[src/rtl/msp430_pkg.sv]
// Shared definitions for the instruction fetch path.
// Holds the reset vector location, the lowest valid ROM address, the fetch
// FSM state encoding and the layout of one prefetch queue entry.
package msp430_pkg;

  localparam logic [15:0] RESET_VECTOR = 16'hFFFE;
  localparam logic [15:0] ROM_BOUND_L  = 16'hC000;

  localparam int ENTRY_W = 33;

  typedef enum logic [0:0] {
    S_VEC = 1'b0,
    S_RUN = 1'b1
  } fetch_state_t;

  // One queue entry: address of the word, the word itself, and a flag set
  // when the address lies below the ROM window.
  typedef struct packed {
    logic [15:0] pc;
    logic [15:0] word;
    logic        oob;
  } fetch_entry_t;

  // Instruction words are 16-bit aligned; bit 0 of any target is dropped.
  function automatic logic [15:0] word_align(input logic [15:0] addr);
    return {addr[15:1], 1'b0};
  endfunction

endpackage

[src/rtl/fetch_fifo.sv]
// Two-entry prefetch queue between the fetch FSM and the decoder.
// Ports:
//   clk, rst      - clock and synchronous active-high reset
//   push, din     - write an entry; accepted when not full or when a pop
//                   happens on the same edge
//   pop           - drop the head entry; ignored when empty
//   flush         - empty the queue, overriding push and pop
//   dout          - head entry (contents undefined while empty)
//   full, empty   - occupancy flags
module fetch_fifo
  import msp430_pkg::*;
(
  input  logic               clk,
  input  logic               rst,
  input  logic               push,
  input  logic               pop,
  input  logic               flush,
  input  logic [ENTRY_W-1:0] din,
  output logic [ENTRY_W-1:0] dout,
  output logic               full,
  output logic               empty
);

  logic [ENTRY_W-1:0] mem [2];
  logic               wr_ptr;
  logic               rd_ptr;
  logic [1:0]         count;
  logic               do_push;
  logic               do_pop;

  assign full    = (count == 2'd2);
  assign empty   = (count == 2'd0);
  assign do_pop  = pop && !empty;
  assign do_push = push && (!full || do_pop);
  assign dout    = mem[rd_ptr];

  always_ff @(posedge clk) begin
    if (rst || flush) begin
      wr_ptr <= 1'b0;
      rd_ptr <= 1'b0;
      count  <= 2'd0;
    end else begin
      if (do_push) begin
        wr_ptr <= ~wr_ptr;
      end
      if (do_pop) begin
        rd_ptr <= ~rd_ptr;
      end
      case ({do_push, do_pop})
        2'b10:   count <= count + 2'd1;
        2'b01:   count <= count - 2'd1;
        default: count <= count;
      endcase
    end
  end

  // Storage needs no reset: the empty flag gates every use of dout.
  always_ff @(posedge clk) begin
    if (!rst && !flush && do_push) begin
      mem[wr_ptr] <= din;
    end
  end

endmodule

[src/rtl/fetch_unit.sv]
// Instruction fetch unit: reads the start PC from the reset vector, then
// streams sequential ROM words into a two-entry prefetch queue toward the
// decoder, with redirect (branch/jump) support.
// Ports:
//   clk, rst                    - clock and synchronous active-high reset
//   rom_addr / rom_data         - combinational ROM, data valid same cycle
//   redirect, redirect_pc       - branch/jump request and its target
//   ir_valid, ir_ready          - decoder handshake
//   ir_word, ir_pc, ir_oob      - head word, its address, below-ROM flag;
//                                 all zero while ir_valid is low
//   align_err                   - one-cycle pulse after an odd redirect
//
// state | meaning
// ------+------------------------------------------------------------
// S_VEC | drive RESET_VECTOR to the ROM, load fetch_pc from the word
// S_RUN | fetch sequentially from fetch_pc into the prefetch queue
module fetch_unit #(
  parameter logic [15:0] RESET_VECTOR = msp430_pkg::RESET_VECTOR,
  parameter logic [15:0] ROM_BOUND_L  = msp430_pkg::ROM_BOUND_L
) (
  input  logic        clk,
  input  logic        rst,
  output logic [15:0] rom_addr,
  input  logic [15:0] rom_data,
  input  logic        redirect,
  input  logic [15:0] redirect_pc,
  output logic        ir_valid,
  input  logic        ir_ready,
  output logic [15:0] ir_word,
  output logic [15:0] ir_pc,
  output logic        ir_oob,
  output logic        align_err
);

  import msp430_pkg::*;

  fetch_state_t state_q;
  fetch_state_t state_d;
  logic [15:0]  fetch_pc_q;
  logic [15:0]  fetch_pc_d;
  logic         align_err_q;
  logic         align_err_d;

  logic         push;
  logic         pop;
  logic         flush;
  logic         full;
  logic         empty;
  fetch_entry_t push_entry;
  fetch_entry_t head;
  logic [ENTRY_W-1:0] fifo_dout;

  always_ff @(posedge clk) begin
    if (rst) begin
      state_q     <= S_VEC;
      fetch_pc_q  <= 16'h0000;
      align_err_q <= 1'b0;
    end else begin
      state_q     <= state_d;
      fetch_pc_q  <= fetch_pc_d;
      align_err_q <= align_err_d;
    end
  end

  always_comb begin
    state_d     = state_q;
    fetch_pc_d  = fetch_pc_q;
    align_err_d = 1'b0;
    rom_addr    = RESET_VECTOR;
    push        = 1'b0;
    pop         = 1'b0;
    flush       = 1'b0;
    case (state_q)
      S_VEC: begin
        rom_addr   = RESET_VECTOR;
        fetch_pc_d = word_align(rom_data);
        state_d    = S_RUN;
      end
      S_RUN: begin
        rom_addr = fetch_pc_q;
        if (redirect) begin
          // Flush wins over any handshake in the same cycle.
          flush       = 1'b1;
          fetch_pc_d  = word_align(redirect_pc);
          align_err_d = redirect_pc[0];
        end else begin
          pop  = !empty && ir_ready;
          push = !full || pop;
          if (push) begin
            fetch_pc_d = fetch_pc_q + 16'd2;
          end
        end
      end
      default: begin
        state_d = S_VEC;
      end
    endcase
  end

  assign push_entry.pc   = fetch_pc_q;
  assign push_entry.word = rom_data;
  assign push_entry.oob  = (fetch_pc_q < ROM_BOUND_L);

  fetch_fifo u_fifo (
    .clk   (clk),
    .rst   (rst),
    .push  (push),
    .pop   (pop),
    .flush (flush),
    .din   (push_entry),
    .dout  (fifo_dout),
    .full  (full),
    .empty (empty)
  );

  assign head      = fetch_entry_t'(fifo_dout);
  assign ir_valid  = !empty;
  assign ir_word   = empty ? 16'h0000 : head.word;
  assign ir_pc     = empty ? 16'h0000 : head.pc;
  assign ir_oob    = empty ? 1'b0     : head.oob;
  assign align_err = align_err_q;

endmodule

[config.mk]
export PLATFORM = sky130hd
export DESIGN_NAME = fetch_unit
export DESIGN_NICKNAME = d
export VERILOG_FILES = /design/src/rtl/msp430_pkg.sv /design/src/rtl/fetch_fifo.sv /design/src/rtl/fetch_unit.sv
export SDC_FILE = /design/constraint.sdc
export NUM_CORES = 1
export LEC_CHECK = 0
export ABC_AREA = 1
export CAP_MARGIN = 25
export CORE_AREA = 5 5 92 94
export CTS_BUF_LIST = sky130_fd_sc_hd__clkbuf_2 sky130_fd_sc_hd__clkbuf_4 sky130_fd_sc_hd__clkbuf_8
export CTS_CLUSTER_SIZE = 40
export DETAILED_ROUTE_END_ITERATION = 8
export DIE_AREA = 0 0 97 99
export DONT_BUFFER_PORTS = 1
export GPL_ROUTABILITY_DRIVEN = 0
export PLACE_DENSITY_LB_ADDON = 0.08
export SKIP_CTS_REPAIR_TIMING = 1
export SKIP_LAST_GASP = 1
export SYNTH_ARGS = -nofsm -noshare
export SYNTH_HDL_FRONTEND = slang
export SYNTH_HIERARCHICAL = 1
export SYNTH_SLANG_ARGS = --single-unit
[constraint.sdc]
create_clock -name clk -period 3.9 [get_ports clk]
set_input_delay 0.195 -clock clk [delete_from_list [all_inputs] [get_ports clk]]
set_output_delay 0.195 -clock clk [all_outputs]
set_load 0.01 [all_outputs]
==> results of run 1 <==
==> through the flow <==
step           instances  util, %  instance area [um2]  worst slack, ns  total power (uW)
2_1_floorplan        417        -                 4370           0.0928              1190
3_3_place_gp         506     57.8                 4370             1.35              1220
3_5_place_dp         507     58.0                 4390             1.26              1220
4_1_cts              523     60.6                 4590             1.25              1850
5_1_grt              541     63.0                 4770            0.998              1940
6_report             541     63.0                 4770             1.25              1850
==> state kept, by name, summed over array words and instances (netlist names), named ones only <==
name,cells
u_fifo/wr_ptr,1
state_q,1
u_fifo/count,2
u_fifo/rd_ptr,1
align_err,1
fetch_pc_q,15
u_fifo/mem,66
==> report_power, final <==
group,leakage (uW),internal (uW),switching [uW]
Sequential,0.000777,1030,27.2
Combinational,0.00108,60.1,97.0
Clock,0.0000967,307,326
Total,0.00196,1400,450
==> logic make-up after synthesis <==
group	after synthesis
buffers and inverters	77
XOR/XNOR	4
multiplexers	33
AND/OR/NAND/NOR	168
AO/OA/AOI/OAI	42
other	1
flip-flops	88
adder cells (fa/ha/maj)	2
==> how the worst min path moves through the flow <==
stage | depth (start not counted) | end | slack, ns | from
after global placement | 0 | u_fifo/mem[0][1] | 0.29 | rom_data[0]
after global routing | 2 | fetch_pc_q[5] | 0.03 | redirect_pc[5]
final | 2 | fetch_pc_q[5] | 0.01 | redirect_pc[5]
after detailed placement | 0 | u_fifo/mem[1][1] | 0.29 | rom_data[0]
after CTS | 0 | u_fifo/mem[1][1] | -0.08 | rom_data[0]
after floorplan | 0 | u_fifo/mem[0][10] | 0.29 | rom_data[9]
==> cell usage in the layout, fill, tap and decap left out, types with 10 or more instances in the layout <==
cell,Yosys,routed
edfxtp_1,66,66
nand2_1,65,65
nor2_1,62,61
inv_1,56,56
mux2_4,30,30
dfxtp_1,22,21
dlygate4sd3_1,0,18
nand3_1,17,17
a21oi_1,14,14
a22o_1,10,10
==> layout make-up <==
class / instances / area, um2
timing repair buffer: 22 / 223
fill: 636 / 2800
multi-input combinational: 252 / 1570
clock buffer: 10 / 131
tap: 102 / 128
sequential: 88 / 2420
inverter: 61 / 229
clock inverter: 6 / 67.6
==> worst max-delay path, cell delays in order (launching register included) <==
cell and delay (ns):
dfxtp_1 0.66, inv_2 0.30, nor2_8 0.32, inv_1 0.10, nor2_1 0.09, inv_1 0.05, nand3_1 0.10, nand2_1 0.11
nor3_2 0.11, buf_4 0.41
==> routing by layer <==
layer | routed length [um] | track usage [%]
met1 | 3980 | 24.9
met2 | 4410 | 30.8
met3 | 723 | 6.02
met4 | 62 | 5.83
met5 | 0 | 0
==> results.sh, run 1 <==
export IMPL_detail_route_wl_per_cell_um=17.0
export IMPL_vias=2835
export IMPL_crit_required_ns=3.90
export IMPL_r2r_slack_ns=1.25
export IMPL_synth_compound_area_share_pct=5.91
export IMPL_slew_headroom_pct=64.1
export IMPL_ys_flop_type="edfxtp_1"
export IMPL_start_util_pct=57.7
export IMPL_ys_seq_area_share_pct=55.5
export IMPL_endpoint="u_fifo/mem[1][22]"
export IMPL_tightest_slew_ns=0.537
export IMPL_vias_per_cell=5.24
export IMPL_grt_overflow=0
export IMPL_cts_made_buffers=9
export IMPL_die_w_um=97
export IMPL_die_y_um=99
export IMPL_grt_usage_pct=19.1
export IMPL_dieArea_um2=9600
export IMPL_clkSlewWorstSetupHoldPaths_ns=0.08
export IMPL_clock_skew_ns=0.00963
export IMPL_fin_nets=472
export IMPL_p_leak_uw=0.00196
export IMPL_grt_max_degree=35
export IMPL_timing_hold_ws_ns=0.0106
export IMPL_finalSetupViolations=0
export IMPL_cts_tree="built"
export IMPL_ys_async_sr_fraction_pct=0
export IMPL_final_antenna_net_count=0
export IMPL_ir_drop_mv=0.192
export IMPL_portBuffers=0
export IMPL_fin_tns_setup_ns=0
export IMPL_synth_common_cells="edfxtp_1, nand2_1, nor2_1"
export IMPL_syn_area_per_cell_um2=10.5
export IMPL_status="complete, no violations"
export IMPL_power_per_cell_area_nw_per_um2=388
export IMPL_yosysWarnings=6
export IMPL_htree_levels=3
export IMPL_drv_cap=0
export IMPL_yosysMostFrequentCell="edfxtp_1"
export IMPL_numClockSinks=88
export IMPL_synthTopCellsByArea="edfxtp_1, mux2_4, dfxtp_1"
export IMPL_yosysTopAreaCell="edfxtp_1"
export IMPL_cts_root_buf="clkbuf_8"
export IMPL_dr_pass1_iters=4
export IMPL_cp_max_fo=33
export IMPL_grt_antenna_before_repair=0
export IMPL_area_delta_synth_final_pct=9.32
export IMPL_worstPathArrival_ns=2.65
export IMPL_cp_end_kind="register"
export IMPL_drc=0
export IMPL_rsz0062_at_grt="false"
export IMPL_synthXorXnorAreaFrac_pct=0.803
export IMPL_synth_top_area_share_pct=45.4
export IMPL_period_share_pct=67.8
export IMPL_crit_type="reg2reg"
export IMPL_fmax_mhz=378
export IMPL_synth_area_mux_share_pct=11.1
export IMPL_startpoint="state_q"
export IMPL_insertion_delay_ns=0.36
export IMPL_synth_edf_count=66
export IMPL_reg2reg_depth=9
export IMPL_syn_cell_area_um2=4360
export IMPL_finalHoldViolCount=0
export IMPL_coreArea_um2=7570
export IMPL_yosys_area_share_adder_pct=0.574
export IMPL_period_needed_ns=2.65
export IMPL_synth_cell_type_count=33
export IMPL_hp_class="in2reg"
export IMPL_clock_path_buffers=2
export IMPL_syn_inst=415
export IMPL_drtIter0Drc=162
export IMPL_first_global_vias=2623
export IMPL_drive_gt1_share_pct=17.3
export IMPL_worstReg2RegStart="state_q"
export IMPL_slew_viol_final=0
export IMPL_ios=87
export IMPL_synthSimpleGateAreaFrac_pct=17.1
export IMPL_setup_worst_path_start_class="register"
export IMPL_drt_wl_total_um=9180
export IMPL_synth_top_family_by_area="simple AND/OR/NAND/NOR gates"
export IMPL_diodes=0
export IMPL_grt_pass1_wl_um=14300
export IMPL_dp_hpwl_um=6320
export IMPL_ys_ff_latch=88
export IMPL_r2r_end="u_fifo/mem[1][22]"
export IMPL_rows=32
(Power assumes the default switching activity.)
==> run 2: changes to the inputs <==
Settings changed: ABC_AREA 1 to 0, CORE_AREA 5 5 92 94 to 5 5 90 92, DIE_AREA 0 0 97 99 to 0 0 95 97.
Clock period 3.9 ns to 2.2 ns, I/O delays scaled along.
==> run 2 against run 1 <==
  * Sequential share of layout area rose by 1.3 points
  * Clock skew rose by 0.0057 ns
  * Routed wire length rose by 3.7%
  * Critical path depth fell by 3
  * Power rose by 72%
  * Setup slack got worse by 1.1 ns
  * Critical path type unchanged
==> results.sh, run 2 <==
export IMPL_grt_overflow=0
export IMPL_yosysWarnings=6
export IMPL_cts_made_buffers=9
export IMPL_clkSlewWorstSetupHoldPaths_ns=0.09
export IMPL_fin_nets=387
export IMPL_worstPathArrival_ns=2.23
export IMPL_cts_tree="built"
export IMPL_portBuffers=0
export IMPL_die_y_um=97
export IMPL_ys_seq_area_share_pct=59.4
export IMPL_synth_top_family_by_area="simple AND/OR/NAND/NOR gates"
export IMPL_drv_cap=0
export IMPL_drive_gt1_share_pct=22.3
export IMPL_syn_cell_area_um2=4080
export IMPL_die_w_um=95
export IMPL_period_share_pct=92.3
export IMPL_final_antenna_net_count=0
export IMPL_synth_cell_type_count=57
export IMPL_start_util_pct=57.1
export IMPL_setup_worst_path_start_class="register"
export IMPL_insertion_delay_ns=0.35
export IMPL_reg_top3="u_fifo/mem x66, fetch_pc_q x15, u_fifo/count x2"
export IMPL_grt_usage_pct=20.6
export IMPL_htree_levels=3
export IMPL_clock_skew_ns=0.0153
export IMPL_grt_antenna_before_repair=0
export IMPL_finalHoldViolCount=0
export IMPL_ir_drop_mv=0.356
export IMPL_syn_area_per_cell_um2=12.6
export IMPL_final_common_cell="edfxtp_1"
export IMPL_synthXorXnorAreaFrac_pct=1.07
export IMPL_numClockSinks=88
export IMPL_period_needed_ns=2.03
export IMPL_top_register="u_fifo/mem"
export IMPL_synth_top_area_share_pct=48.6
export IMPL_largest_reg_flops=66
export IMPL_diodes=0
export IMPL_yosysTopAreaCell="edfxtp_1"
export IMPL_synth_compound_area_share_pct=10.3
export IMPL_detail_route_wl_per_cell_um=21.0
export IMPL_yosys_area_share_adder_pct=0.614
export IMPL_dp_hpwl_um=6380
export IMPL_synth_common_cells="edfxtp_1, mux2_2, nor2b_1"
export IMPL_synth_edf_count=66
export IMPL_finalSetupViolations=0
export IMPL_synthTopCellsByArea="edfxtp_1, dfxtp_1, mux2_2"
export IMPL_crit_required_ns=2.40
export IMPL_dieArea_um2=9220
export IMPL_synthSimpleGateAreaFrac_pct=15.9
export IMPL_clock_path_buffers=2
export IMPL_hp_class="in2reg"
export IMPL_crit_type="reg2reg"
export IMPL_ys_async_sr_fraction_pct=0
export IMPL_slew_viol_final=0
export IMPL_dpl_cell_area_um2=4280
export IMPL_slew_headroom_pct=49.8
export IMPL_grt_max_degree=35
export IMPL_dr_pass1_iters=4
export IMPL_power_per_cell_area_nw_per_um2=683
export IMPL_cp_end_kind="register"
export IMPL_syn_inst=324
export IMPL_area_delta_synth_final_pct=14.3
export IMPL_vias=2670
export IMPL_cp_max_fo=7
export IMPL_timing_hold_ws_ns=0.00493
export IMPL_coreArea_um2=7140
export IMPL_fillers=597
export IMPL_stdcell_area_um2=4660
export IMPL_synth_area_mux_share_pct=9.89
export IMPL_slowest_delay_ns=0.44
export IMPL_vias_per_cell=5.89
export IMPL_rows=31
export IMPL_critPathSlowestCell="dfxtp_1"
export IMPL_fmax_mhz=492
export IMPL_drt_wl_total_um=9530
export IMPL_yosysMostFrequentCell="edfxtp_1"
export IMPL_ys_ff_latch=88
export IMPL_drtIter0Drc=164
export IMPL_cts_root_buf="clkbuf_8"
export IMPL_p_leak_uw=0.00159
export IMPL_rsz0062_at_grt="false"
export IMPL_grt_pass1_wl_um=14400
export IMPL_final_cell_mix="edfxtp_1, mux2_2, nor2b_1"
export IMPL_ys_flop_type="edfxtp_1"
export IMPL_status="complete, no violations"
export IMPL_drc=0
export IMPL_cp_cell_sequence="ha_1 -> and4_1 -> a21boi_2 -> a21oi_1 -> a222oi_1 -> nor3_1"
export IMPL_first_global_vias=2570
export IMPL_tightest_slew_ns=0.750
export IMPL_ios=87
## run 2: changes by cell type after synthesis, moves of 7 or more
cell / before / now
nand2_1: 65 / 14
nor3_1: 1 / 8
inv_1: 56 / 4
nor2b_1: 0 / 32
nand4_1: 8 / 1
mux2_4: 30 / 0
a22o_1: 10 / 0
nor2_1: 62 / 14
buf_2: 1 / 10
nand3_1: 17 / 6
nand2b_1: 0 / 18
mux2_2: 3 / 33
## run 2: cell type report
cell class | instances | area [um2] | share of cell area (%)
Sequential cell | 88 | 2430 | 52.1
Timing Repair Buffer | 32 | 303 | 6.50
Clock inverter | 6 | 42.5 | 0.913
Inverter | 4 | 15.0 | 0.322
Clock buffer | 10 | 138 | 2.95
Multi-Input combinational cell | 214 | 1610 | 34.5
Tap cell | 99 | 124 | 2.66
## run 2: final timing paths
kind | from | end | slack [ns] | cells after the start
worst min register to register | u_fifo/wr_ptr | u_fifo/wr_ptr | 0.51 | 2
worst max register to register | fetch_pc_q[1] | fetch_pc_q[9] | 0.17 | 6
worst max-delay path | fetch_pc_q[1] | fetch_pc_q[9] | 0.17 | 6
worst min-delay path | redirect_pc[6] | fetch_pc_q[6] | 0.005 | 2
## run 2: critical path: cells and delay by family, from the launching register on
family	cells	cell delay, ns
AO/OA/AOI/OAI	3	0.73
adder cells (fa/ha/maj)	1	0.25
AND/OR/NAND/NOR	2	0.47
flip-flops	1	0.44
## run 2: cell families after synthesis
group | Yosys count
and+or+nand+nor | 112
DFF | 88
AOI/OAI and AO/OA | 56
muxes | 36
buffers and inverters | 24
xor gates and xnor gates | 5
adders and majority gates | 2
other | 1
## run 2: power breakdown
| part | switching, uW | internal, uW | total [uW] | leakage [uW] |
|---|---|---|---|---|
| clock | 576 | 445 | 1020 | 0.0000891 |
| combinational | 164 | 126 | 290 | 0.000716 |
| sequential | 47.0 | 1830 | 1870 | 0.000781 |
| total | 788 | 2400 | 3180 | 0.00159 |
## run 2: through the flow
step	std cells	setup TNS [ns]	setup slack (ns)	utilization, %	power, uW
after floorplan	326	-23.60	-0.435	-	2100
after global placement	417	0	0.281	60.0	2150
after detailed placement	417	0	0.238	60.0	2160
after CTS	433	0	0.212	62.5	3170
after global routing	453	0	0.0565	65.3	3300
final	453	0	0.169	65.3	3180
## run 2: routing by layer
metal	vias up	GRT usage, %	routed length [um]
li1	1250	-	-
met1	1304	29.2	4290
met2	103	30.5	4430
met3	13	5.20	659
met4	0	7.66	151
met5	-	0	0
==> run 3: changes to the inputs <==
==> constraint.sdc (replaced) <==
create_clock -name clk -period 2.2 [get_ports clk]
set_input_delay 0.22 -clock clk [delete_from_list [all_inputs] [get_ports clk]]
set_output_delay 0.22 -clock clk [all_outputs]
set_load 0.01 [all_outputs]
==> run 3 against run 2 <==
  * Non-clock buffer count down 3
  * Setup slack improved by 0.0039 ns
  * Hold slack lost 0.0033 ns
  * Global-route usage stayed put
  * Clock skew decreased by 0.0015 ns
  * Sequential power is essentially flat
  * Cell count shrank 0.66%
  * First-iteration DRC count shrank 3.7%
  * Power shrank 0.21%
  * Combinational power decreased by 2%
  * Routed wire length shrank 1.3%
  * Maximum frequency is 0.19% higher
  * Critical endpoint unchanged
==> results.sh, run 3 (synthesis gave the netlist of run 2 again) <==
export IMPL_cp_top_family="compound AO/OA/AOI/OAI gates"
export IMPL_top_register="u_fifo/mem"
export IMPL_cts_root_buf="clkbuf_8"
export IMPL_htree_levels=3
export IMPL_met3_usage_pct=5.20
export IMPL_grt_overflow=0
export IMPL_insertion_delay_ns=0.35
export IMPL_detail_route_wl_per_cell_um=20.9
export IMPL_clock_skew_ns=0.0139
export IMPL_grt_max_degree=35
export IMPL_power_per_cell_area_nw_per_um2=686
export IMPL_worst_path_buf_inv=0
export IMPL_finalSetupViolations=0
export IMPL_slowest_delay_ns=0.44
export IMPL_die_w_um=95
export IMPL_report_power_total_uw=3180
export IMPL_slew_headroom_pct=55.8
export IMPL_first_global_vias=2570
export IMPL_area_delta_synth_final_pct=13.6
export IMPL_dp_hpwl_um=6380
export IMPL_dieArea_um2=9220
export IMPL_period_share_pct=92.1
export IMPL_fin_nets=384
export IMPL_drtIter0Drc=158
export IMPL_status="complete, no violations"
export IMPL_drive_gt1_share_pct=22.5
export IMPL_period_needed_ns=2.03
export IMPL_dr_pass1_iters=5
export IMPL_cp_end_kind="register"
export IMPL_grt_use_met1_pct=29.2
export IMPL_crit_required_ns=2.41
export IMPL_drt_wl_total_um=9400
export IMPL_final_util_pct=64.9
export IMPL_cts_tree="built"
export IMPL_r2r_slack_ns=0.17
export IMPL_p_leak_uw=0.00157
export IMPL_numClockSinks=88
export IMPL_worstPathArrival_ns=2.23
export IMPL_drv_cap=0
export IMPL_grt_usage_pct=20.6
export IMPL_die_y_um=97
export IMPL_cp_cell_sequence="ha_1 -> and4_1 -> a21boi_2 -> a21oi_1 -> a222oi_1 -> nor3_1"
export IMPL_setup_worst_path_start_class="register"
export IMPL_final_cell_mix="edfxtp_1, mux2_2, nor2b_1"
export IMPL_largest_reg_flops=66
export IMPL_ios=87
export IMPL_reg_top3="u_fifo/mem x66, fetch_pc_q x15, u_fifo/count x2"
export IMPL_clock_path_buffers=2
export IMPL_rows=31
export IMPL_final_common_cell="edfxtp_1"
export IMPL_vias_per_cell=5.86
export IMPL_grt_antenna_before_repair=0
export IMPL_ir_drop_mv=0.355
export IMPL_dpl_cell_area_um2=4280
export IMPL_stdcell_area_um2=4630
export IMPL_busiest_layer="met2"
export IMPL_final_antenna_net_count=0
export IMPL_rsz0062_at_grt="false"
export IMPL_slew_viol_final=0
export IMPL_hp_class="in2reg"
export IMPL_drc=0
export IMPL_portBuffers=0
export IMPL_finalHoldViolCount=0
export IMPL_grt_pass1_wl_um=14400
export IMPL_critPathSlowestCell="dfxtp_1"
export IMPL_diodes=0
export IMPL_clkSlewWorstSetupHoldPaths_ns=0.09
export IMPL_cts_made_buffers=9
export IMPL_start_util_pct=57.1
export IMPL_fmax_mhz=493
export IMPL_vias=2638
export IMPL_coreArea_um2=7140
export IMPL_grtUsageMet2_pct=30.5
export IMPL_tightest_slew_ns=0.661
export IMPL_crit_type="reg2reg"
export IMPL_cp_max_fo=7
[run 3: changes by cell type in the layout (fill, tap and decap cells not counted)]
cell / delta
dlygate4sd3_1: -3
[run 3: routing by layer]
layer	up-vias	part of all wire [%]	wire (um)
met5	-	0	0
met4	0	1.4	129
met3	11	7.8	737
met2	106	47	4430
met1	1274	44	4110
li1	1247	-	-
[run 3: cell type report]
type | count | area [um2]
fillers | 600 | 2510
flip-flops and latches | 88 | 2430
multi-input cells | 214 | 1610
repair buffers | 29 | 273
clock buffers | 10 | 138
well taps | 99 | 124
clock inverters | 6 | 42.5
inverters | 4 | 15.0
[run 3: power by group]
group / total (uW) / switching, uW / leakage, uW / internal (uW)
sequential: 1870 / 47.2 / 0.000781 / 1830
combinational: 284 / 162 / 0.000704 / 122
clock: 1020 / 576 / 0.0000891 / 445
[run 3: path summary, 6_finish.rpt]
kind                      start       endpoint  depth (start not counted)
setup / recovery  fetch_pc_q[1]  fetch_pc_q[9]                          6
hold / removal              rst        state_q                          1
setup reg to reg  fetch_pc_q[1]  fetch_pc_q[9]                          6
hold reg to reg   u_fifo/wr_ptr  u_fifo/wr_ptr                          2
[run 3: through the flow]
stage	instances	setup TNS [ns]	hold slack (ns)	setup slack, ns
floorplan	326	-24.70	0.287	-0.435
global placement	417	0	0.291	0.281
detailed placement	417	0	0.292	0.238
CTS	433	0	-0.0927	0.212
global route	450	0	0.000184	0.0613
finish	450	0	0.00168	0.173
